==> src/rtl/mem_controller_pkg.sv <==
// rtl/mem_controller_pkg.sv - shared types and defaults for the miss-service memory stage
package mem_controller_pkg;

   localparam int ADDR_W_DEF = 5;
   localparam int DATA_W_DEF = 8;
   localparam int CNT_W      = 4;

   typedef enum logic [1:0] {
      ST_IDLE = 2'd0,
      ST_WB   = 2'd1,
      ST_FILL = 2'd2,
      ST_RESP = 2'd3
   } state_t;

   // Wait counter reload: an access spends LAT edges in its state, the last at count zero.
   function automatic logic [CNT_W-1:0] lat_reload(input int lat);
      return CNT_W'(lat - 1);
   endfunction

endpackage

==> src/rtl/mem_controller_mem_array.sv <==
// rtl/mem_controller_mem_array.sv - word-per-line backing array, sync write, read muxed to controller
module mem_controller_mem_array
   import mem_controller_pkg::*;
#(
   parameter int ADDR_W = ADDR_W_DEF,
   parameter int DATA_W = DATA_W_DEF
) (
   input  logic              i_clock,
   input  logic              i_we,
   input  logic [ADDR_W-1:0] i_waddr,
   input  logic [DATA_W-1:0] i_wdata,
   input  logic [ADDR_W-1:0] i_raddr,
   output logic [DATA_W-1:0] o_rdata
);

   localparam int DEPTH = 2 ** ADDR_W;

   logic [DATA_W-1:0] w_words [DEPTH];

   // Each word powers up holding its own address so fills are recognisable before any write.
   for (genvar i = 0; i < DEPTH; i++) begin : g_word
      logic [DATA_W-1:0] r_word = DATA_W'(i);

      always_ff @(posedge i_clock) begin
         if (i_we && (i_waddr == ADDR_W'(i))) begin
            r_word <= i_wdata;
         end
      end

      assign w_words[i] = r_word;
   end

   assign o_rdata = w_words[i_raddr];

endmodule

==> src/rtl/mem_controller.sv <==
// rtl/mem_controller.sv - one-miss-at-a-time write-back + fill controller with modelled latency
// Optional MEMCTRL_FWD_EN: skip the fill when the evicted line is the one being refilled.
module mem_controller
   import mem_controller_pkg::*;
#(
   parameter int ADDR_W = ADDR_W_DEF,
   parameter int DATA_W = DATA_W_DEF,
   parameter int LAT    = 3
) (
   input  logic              i_clock,
   input  logic              i_reset,
   input  logic              i_req_valid,
   output logic              o_req_ready,
   input  logic              i_wb_en,
   input  logic [ADDR_W-1:0] i_wb_addr,
   input  logic [DATA_W-1:0] i_wb_data,
   input  logic [ADDR_W-1:0] i_fill_addr,
   output logic              o_resp_valid,
   output logic [DATA_W-1:0] o_resp_data,
   output logic              o_busy
);

   localparam logic [CNT_W-1:0] RELOAD = lat_reload(LAT);

   state_t            r_state;
   logic [CNT_W-1:0]  r_cnt;
   logic [ADDR_W-1:0] r_wb_addr;
   logic [ADDR_W-1:0] r_fill_addr;
   logic [DATA_W-1:0] r_wb_data;
   logic              w_cnt_done;
   logic              w_we;
   logic [DATA_W-1:0] w_rdata;

   assign w_cnt_done = (r_cnt == '0);
   // A reset landing on the completion edge still suppresses the write.
   assign w_we       = (r_state == ST_WB) && w_cnt_done && !i_reset;

   mem_controller_mem_array #(
      .ADDR_W (ADDR_W),
      .DATA_W (DATA_W)
   ) u_mem_array (
      .i_clock (i_clock),
      .i_we    (w_we),
      .i_waddr (r_wb_addr),
      .i_wdata (r_wb_data),
      .i_raddr (r_fill_addr),
      .o_rdata (w_rdata)
   );

   always_ff @(posedge i_clock) begin
      if (i_reset) begin
         r_state      <= ST_IDLE;
         r_cnt        <= '0;
         o_req_ready  <= 1'b1;
         o_resp_valid <= 1'b0;
         o_resp_data  <= '0;
         o_busy       <= 1'b0;
      end else begin
         o_resp_valid <= 1'b0;
         case (r_state)
            ST_IDLE: begin
               if (i_req_valid) begin
                  r_wb_addr   <= i_wb_addr;
                  r_wb_data   <= i_wb_data;
                  r_fill_addr <= i_fill_addr;
                  r_cnt       <= RELOAD;
                  r_state     <= i_wb_en ? ST_WB : ST_FILL;
                  o_req_ready <= 1'b0;
                  o_busy      <= 1'b1;
               end
            end
            ST_WB: begin
               if (!w_cnt_done) begin
                  r_cnt <= r_cnt - 1'b1;
               end else begin
                  r_cnt <= RELOAD;
`ifdef MEMCTRL_FWD_EN
                  if (r_wb_addr == r_fill_addr) begin
                     o_resp_data  <= r_wb_data;
                     o_resp_valid <= 1'b1;
                     r_state      <= ST_RESP;
                  end else begin
                     r_state <= ST_FILL;
                  end
`else
                  r_state <= ST_FILL;
`endif
               end
            end
            ST_FILL: begin
               if (!w_cnt_done) begin
                  r_cnt <= r_cnt - 1'b1;
               end else begin
                  o_resp_data  <= w_rdata;
                  o_resp_valid <= 1'b1;
                  r_state      <= ST_RESP;
               end
            end
            ST_RESP: begin
               r_state     <= ST_IDLE;
               o_req_ready <= 1'b1;
               o_busy      <= 1'b0;
            end
            default: r_state <= ST_IDLE;
         endcase
      end
   end

endmodule

==> config.mk <==
export PLATFORM = sky130hd
export DESIGN_NAME = mem_controller
export DESIGN_NICKNAME = d
export VERILOG_FILES = /design/src/rtl/mem_controller_pkg.sv /design/src/rtl/mem_controller_mem_array.sv /design/src/rtl/mem_controller.sv
export SDC_FILE = /design/constraint.sdc
export NUM_CORES = 1
export LEC_CHECK = 0
export ABC_AREA = 1
export BUFFER_PORTS_ARGS = -buffer_cell sky130_fd_sc_hd__buf_2
export CORE_UTILIZATION = 53
export CTS_CLUSTER_DIAMETER = 200
export CTS_CLUSTER_SIZE = 28
export DETAILED_ROUTE_END_ITERATION = 8
export PLACE_DENSITY = 0.78
export SLEW_MARGIN = 40
export SYNTH_ARGS = -nofsm -noshare
export SYNTH_HDL_FRONTEND = slang
export SYNTH_HIERARCHICAL = 1
export SYNTH_SLANG_ARGS = --single-unit
==> constraint.sdc <==
create_clock -name i_clock -period 6.2 [get_ports i_clock]
set_clock_uncertainty 0.1 [all_clocks]
set_input_delay 0.62 -clock i_clock [delete_from_list [all_inputs] [get_ports i_clock]]
set_output_delay 0.62 -clock i_clock [all_outputs]
set_load 0.02 [all_outputs]
; Word level (Yosys, flattened, before mapping)
; Index checks and enable logic that the tools add are counted.
[classes]
bitwise_logic = 3
magnitude_cmp = 1
eq_ne = 38
reduce_logical = 46
n_addsub = 1
mux = 17
[op_table]
columns = operator, count
row1 = "== test 5 bit, second input constant", 16
row2 = binary-select mux 8 bit (select 5 bit), 1
row3 = "== test 5 x 4 -> 1 bit, second input constant", 8
row4 = logical AND 1 bit, 34
row5 = "== test 5 x 3 -> 1 bit, second input constant", 4
row6 = two-way mux 8 bit, 2
row7 = two-way mux 4 bit, 3
row8 = case mux 4 bit (3 select lines), 1
row9 = "== test 5 x 2 -> 1 bit, second input constant", 2
row10 = AND reduction 3 bit, 3
row11 = two-way mux 2 bit, 4
row12 = "!= test 2 bit, second input constant", 4
row13 = case mux 2 bit (4 select lines), 1
row14 = "greater-or-equal comparator 6 bit, second input constant", 1
row15 = NOT 5 -> 6 bit, 1
row16 = "== test 5 x 1 -> 1 bit, second input constant", 1
row17 = zero test 5 bit, 1
row18 = "== test 2 bit, second input constant", 2
row19 = zero test 4 bit, 1
row20 = case mux 1 bit (2 select lines), 2
row21 = AND reduction 2 bit, 2
row22 = "subtractor 4 x 1 -> 4 bit, second input constant", 1
row23 = two-way mux 1 bit, 3
row24 = nonzero test 3 bit, 1
row25 = other kinds (6), 7
[word_totals]
ff_bits = 291
out_inout_bits = 11

; Logic depth before layout (Yosys ltp)
[depth]
depth_word = 4
mapped_depth = 13

; Modules after synthesis
; The synthesis kept the hierarchy.
[modules_own_cells]
columns = mod, cells_per_inst, instances, area_each_um2
row1 = mem_controller_mem_array, 932, 1, 10671.5
row2 = mem_controller, 133, 1, 1405.1

; Worst setup path after synthesis
; No wires, ideal clock.
[synth_timing]
kind = reg-to-reg
start = reg r_cnt[0]
end = reg u_mem_array.g_word[0].r_word[0], enable pin
path_stages_with_launch = 8
path_buffers = 1
setup_time_ns = 0.370
arrival_time_ns = 1.651
setup_slack_ns = 4.079
period_less_slack_ns = 2.121
cell_sequence = dfxtp_1 -> inv_1 -> ha_1 -> nand3_1 -> nor2_1 -> nand2_1 -> clkbuf_1 -> nor2_1
[synth_via]
elab_chain_len = 4
[synth_lines]
columns = element, line
row1 = from (decl), mem_controller.sv:26  ; logic [CNT_W-1:0] r_cnt;
row2 = from (signal assigned), mem_controller.sv:74  ; r_cnt <= r_cnt - 1'b1;
row3 = from (signal assigned), mem_controller.sv:92  ; r_cnt <= r_cnt - 1'b1;
row4 = zero test 4 bit, mem_controller.sv:34  ; assign w_cnt_done = (r_cnt == '0);
row5 = logical AND 1 bit (2 in series), mem_controller.sv:36  ; assign w_we = (r_state == ST_WB) && w_cnt_done && !i_reset;
row6 = named net w_we, mem_controller.sv:31  ; logic w_we;
row7 = logical AND 1 bit, mem_controller_mem_array.sv:25  ; if (i_we && (i_waddr == ADDR_W'(i))) begin
row8 = to (signal assigned), mem_controller_mem_array.sv:26  ; r_word <= i_wdata;
row9 = to (decl), mem_controller_mem_array.sv:22  ; logic [DATA_W-1:0] r_word = DATA_W'(i);
; The timed path passes the listed nets, and every way through them passes these cells.
; A chain may end at the register's enable or synchronous reset.

; Worst setup path after layout
[layout_timing]
start = reg r_cnt[0]
end = reg u_mem_array.g_word[26].r_word[1], enable pin
[layout_via]
elab_chain_len = 4
[layout_lines]
columns = element, line
row1 = zero test 4 bit, mem_controller.sv:34
row2 = logical AND 1 bit (2 in series), mem_controller.sv:36
row3 = named net w_we, mem_controller.sv:31
row4 = logical AND 1 bit, mem_controller_mem_array.sv:25
row5 = to (signal assigned), mem_controller_mem_array.sv:26
row6 = to (decl), mem_controller_mem_array.sv:22
; The timed path passes the listed nets, and every way through them passes these cells.

==> impl_metrics.tcl <==
set metrics [dict create \
    numCtsBuffers 14 \
    critPathKind "register to register" \
    grt_setup_unrepaired "no" \
    grt_max_degree 83 \
    cts.sinks 291 \
    detail_route.wl_per_cell_um 19.3 \
    min_period_over_period_pct 49.0 \
    setup_slack_ns 3.16 \
    status "completed" \
    yosys.area.top_type "edfxtp_1" \
    tightestPinTransition_ns 0.886 \
    hp-class "input pin to register" \
    arrival_ns 3.06 \
    core_sq_um 22100 \
    period_needed_ns 3.04 \
    clk_path_buf_depth 3 \
    slew-limit-headroom_pct 40.7 \
    rr_startpoint "r_cnt[0]" \
    hold_start "i_wb_addr[0]" \
    syn_area_per_cell_sq_um 11.3 \
    clk_pin_slew_ns 0.11 \
    endpoint_kind "register" \
    dieArea_sq_um 23400 \
    stdcell_count 1360 \
    dpl.cell_count 1337 \
    combPwrFrac_pct 16.3 \
    cp-start-kind "register" \
    grt-ovfl-total 0 \
    ys_seq_elements 291 \
    n_antenna_cell 0 \
    finalWirelength_mm 26.3 \
    rows 54 \
    fin_nets 1100 \
    final_common_cell "nand2_1" \
    fp.dieH_um 153 \
    die_x_um 153 \
    multi_input_area_sq_um 3000 \
    p_int_w 0.00288 \
    layout_common_cells "400 x nand2_1, 274 x edfxtp_1, 195 x nand3_1" \
    seq_area_frac_synth_pct 70.9 \
    max_cap_violations 0 \
    peakVddDrop_mv 0.345 \
    hpwl_mm 16.3 \
    vias_per_cell 5.78 \
    grt_pass1_vias 7550 \
    syn_area_sq_um 12100 \
    yosysWarnings 6 \
    vias 7864 \
    fillCellCount 1730 \
    pre_cts_slack_ns 3.28 \
    grt_usage_pct 22.9 \
    startpoint "r_cnt[0]" \
    p_sw_share_pct 27.6 \
    drv_slew 0 \
    finalPower_w 0.00398 \
    max_freq_mhz 329 \
    cts_root_buffer "clkbuf_16" \
    fin_util_pct 57.9 \
    antenna_found_initial 0 \
    drt_first_pass_iters 7 \
    setup_viol 0 \
    r2r_slack_ns 3.16 \
    synthDistinctLibCells 26 \
    postRouteAntennaNets 0 \
    cts.repair.resized 0 \
    worst-r2r-cell-count 6 \
    cp-endpoint "u_mem_array/g_word[26].r_word[1]" \
    p_per_area_nw_per_um2 311 \
    port_buffers 32 \
    first_iter_violations 1017 \
    finalHoldViolCount 0 \
    clk_latency_ns 0.49 \
    drive_above_1_share_pct 8.24 \
    r2r_end "u_mem_array/g_word[26].r_word[1]" \
    yosys-top-cells-area "edfxtp_1 68%, nand2_1 12%, nand3_1 8.1%, dfxtp_1 2.8%, buf_6 2.1%" \
    cts_tree "built" \
    synth_nets 1092 \
    setup_tns_ns 0 \
    regArea_sq_um 8570 \
    area_delta_synth_final_pct 5.87 \
    initial_core_util_pct 54.7 \
    required_ns 6.22 \
    synth_top_area_share_pct 68.1 \
    crit_fanout 16 \
    synth_cells 1065 \
    cts_hold_buf 0 \
    pwr-share-clk_pct 26.1 \
    power.switching_w 0.00110 \
    gp_congestion 0.849 \
    grt_pass1_wl_mm 41.1 \
    drc 0 \
    io_pins 33 \
    cts.htree.levels 1 \
    leakagePower_nw 4.68 \
    p_seq_share_pct 57.6 \
    post_cts_buffers 0 \
]
registers in the layout, indices dropped and copies added (netlist names):
signal / count
o_req_ready: 1
r_fill_addr: 5
o_busy: 1
r_state: 2
o_resp_valid: 1
r_wb_addr: 5
u_mem_array/g_word.r_word: 256
r_cnt: 4
r_wb_data: 8
o_resp_data: 8
power by group through the flow:
stage | sequential (W) | clock, W | combinational (W)
finish | 0.00229 | 0.00104 | 0.000648
global route | 0.00230 | 0.00111 | 0.000722
CTS | 0.00229 | 0.00105 | 0.000642
detailed placement | 0.00234 | 0 | 0.000639
global placement | 0.00236 | 0 | 0.000586
floorplan | 0.00235 | 0 | 0.000443
synthesized netlist by cell type:
| cell type | count |
|---|---|
| buf_1 | 3 |
| edfxtp_1 | 274 |
| nor2_1 | 51 |
| o21ai_2 | 1 |
| nand3b_1 | 1 |
| a21oi_2 | 3 |
| a21oi_1 | 9 |
| inv_2 | 2 |
| o211ai_1 | 1 |
| dfxtp_1 | 17 |
| nor2_2 | 2 |
| nor2_4 | 1 |
| buf_6 | 23 |
| or2_0 | 1 |
| buf_2 | 16 |
| buf_4 | 6 |
| xor2_1 | 1 |
| ha_1 | 5 |
| clkbuf_1 | 8 |
| inv_1 | 29 |
| nand2_1 | 400 |
| nand3_1 | 195 |
| nand3_4 | 1 |
| o21ai_0 | 12 |
| nand2_2 | 2 |
| nand2_4 | 1 |
cell type report:
type	instances	share of cell area (%)
tap	280	2.74
clock inverter	1	0.157
timing repair buffer	48	2.54
inverter	31	0.949
clock buffer	22	3.14
multi-input combinational	687	23.5
sequential	291	67.0
how the worst min path moves through the flow:
stage / depth (start not counted) / slack [ns] / end
finish: 1 / 0.19 / r_wb_addr[0]
CTS: 1 / 0.18 / r_wb_addr[0]
floorplan: 2 / 0.36 / r_cnt[0]
global route: 1 / 0.18 / r_wb_addr[0]
detailed placement: 2 / 0.34 / o_resp_data[4]
global placement: 2 / 0.33 / o_resp_data[4]
worst max-delay path, stage by stage (launching register included):
cell and delay [ns]:
dfxtp_1 0.33, inv_1 0.10, ha_1 0.31, nand3_1 0.15, nor2_1 0.35, nand2_1 0.49
nor2_1 0.84
metal layers:
layer  wire length (um)  GRT usage [%]  vias up
met5                  0              0        -
met1              10700           31.3     3749
met4                659           7.46        0
met3               2500           4.28       50
met2              12500           37.3      422
li1                   -              -     3643
through the flow:
step | hold WS (ns) | area, sq um
final | 0.190 | 12800
after global routing | 0.176 | 12800
after CTS | 0.183 | 12800
after detailed placement | 0.338 | 12300
after global placement | 0.334 | 12200
after floorplan | 0.355 | 12100
logic make-up after synthesis:
group	Yosys count	synth area share, %
buffers and inverters	87	4.49
AOI/OAI and AO/OA	26	1.22
DFF	291	70.9
adders and majority gates	5	0.518
and+or+nand+nor	655	22.8
xor gates and xnor gates	1	0.0725
Note: power is estimated with default switching activity, not from simulation.
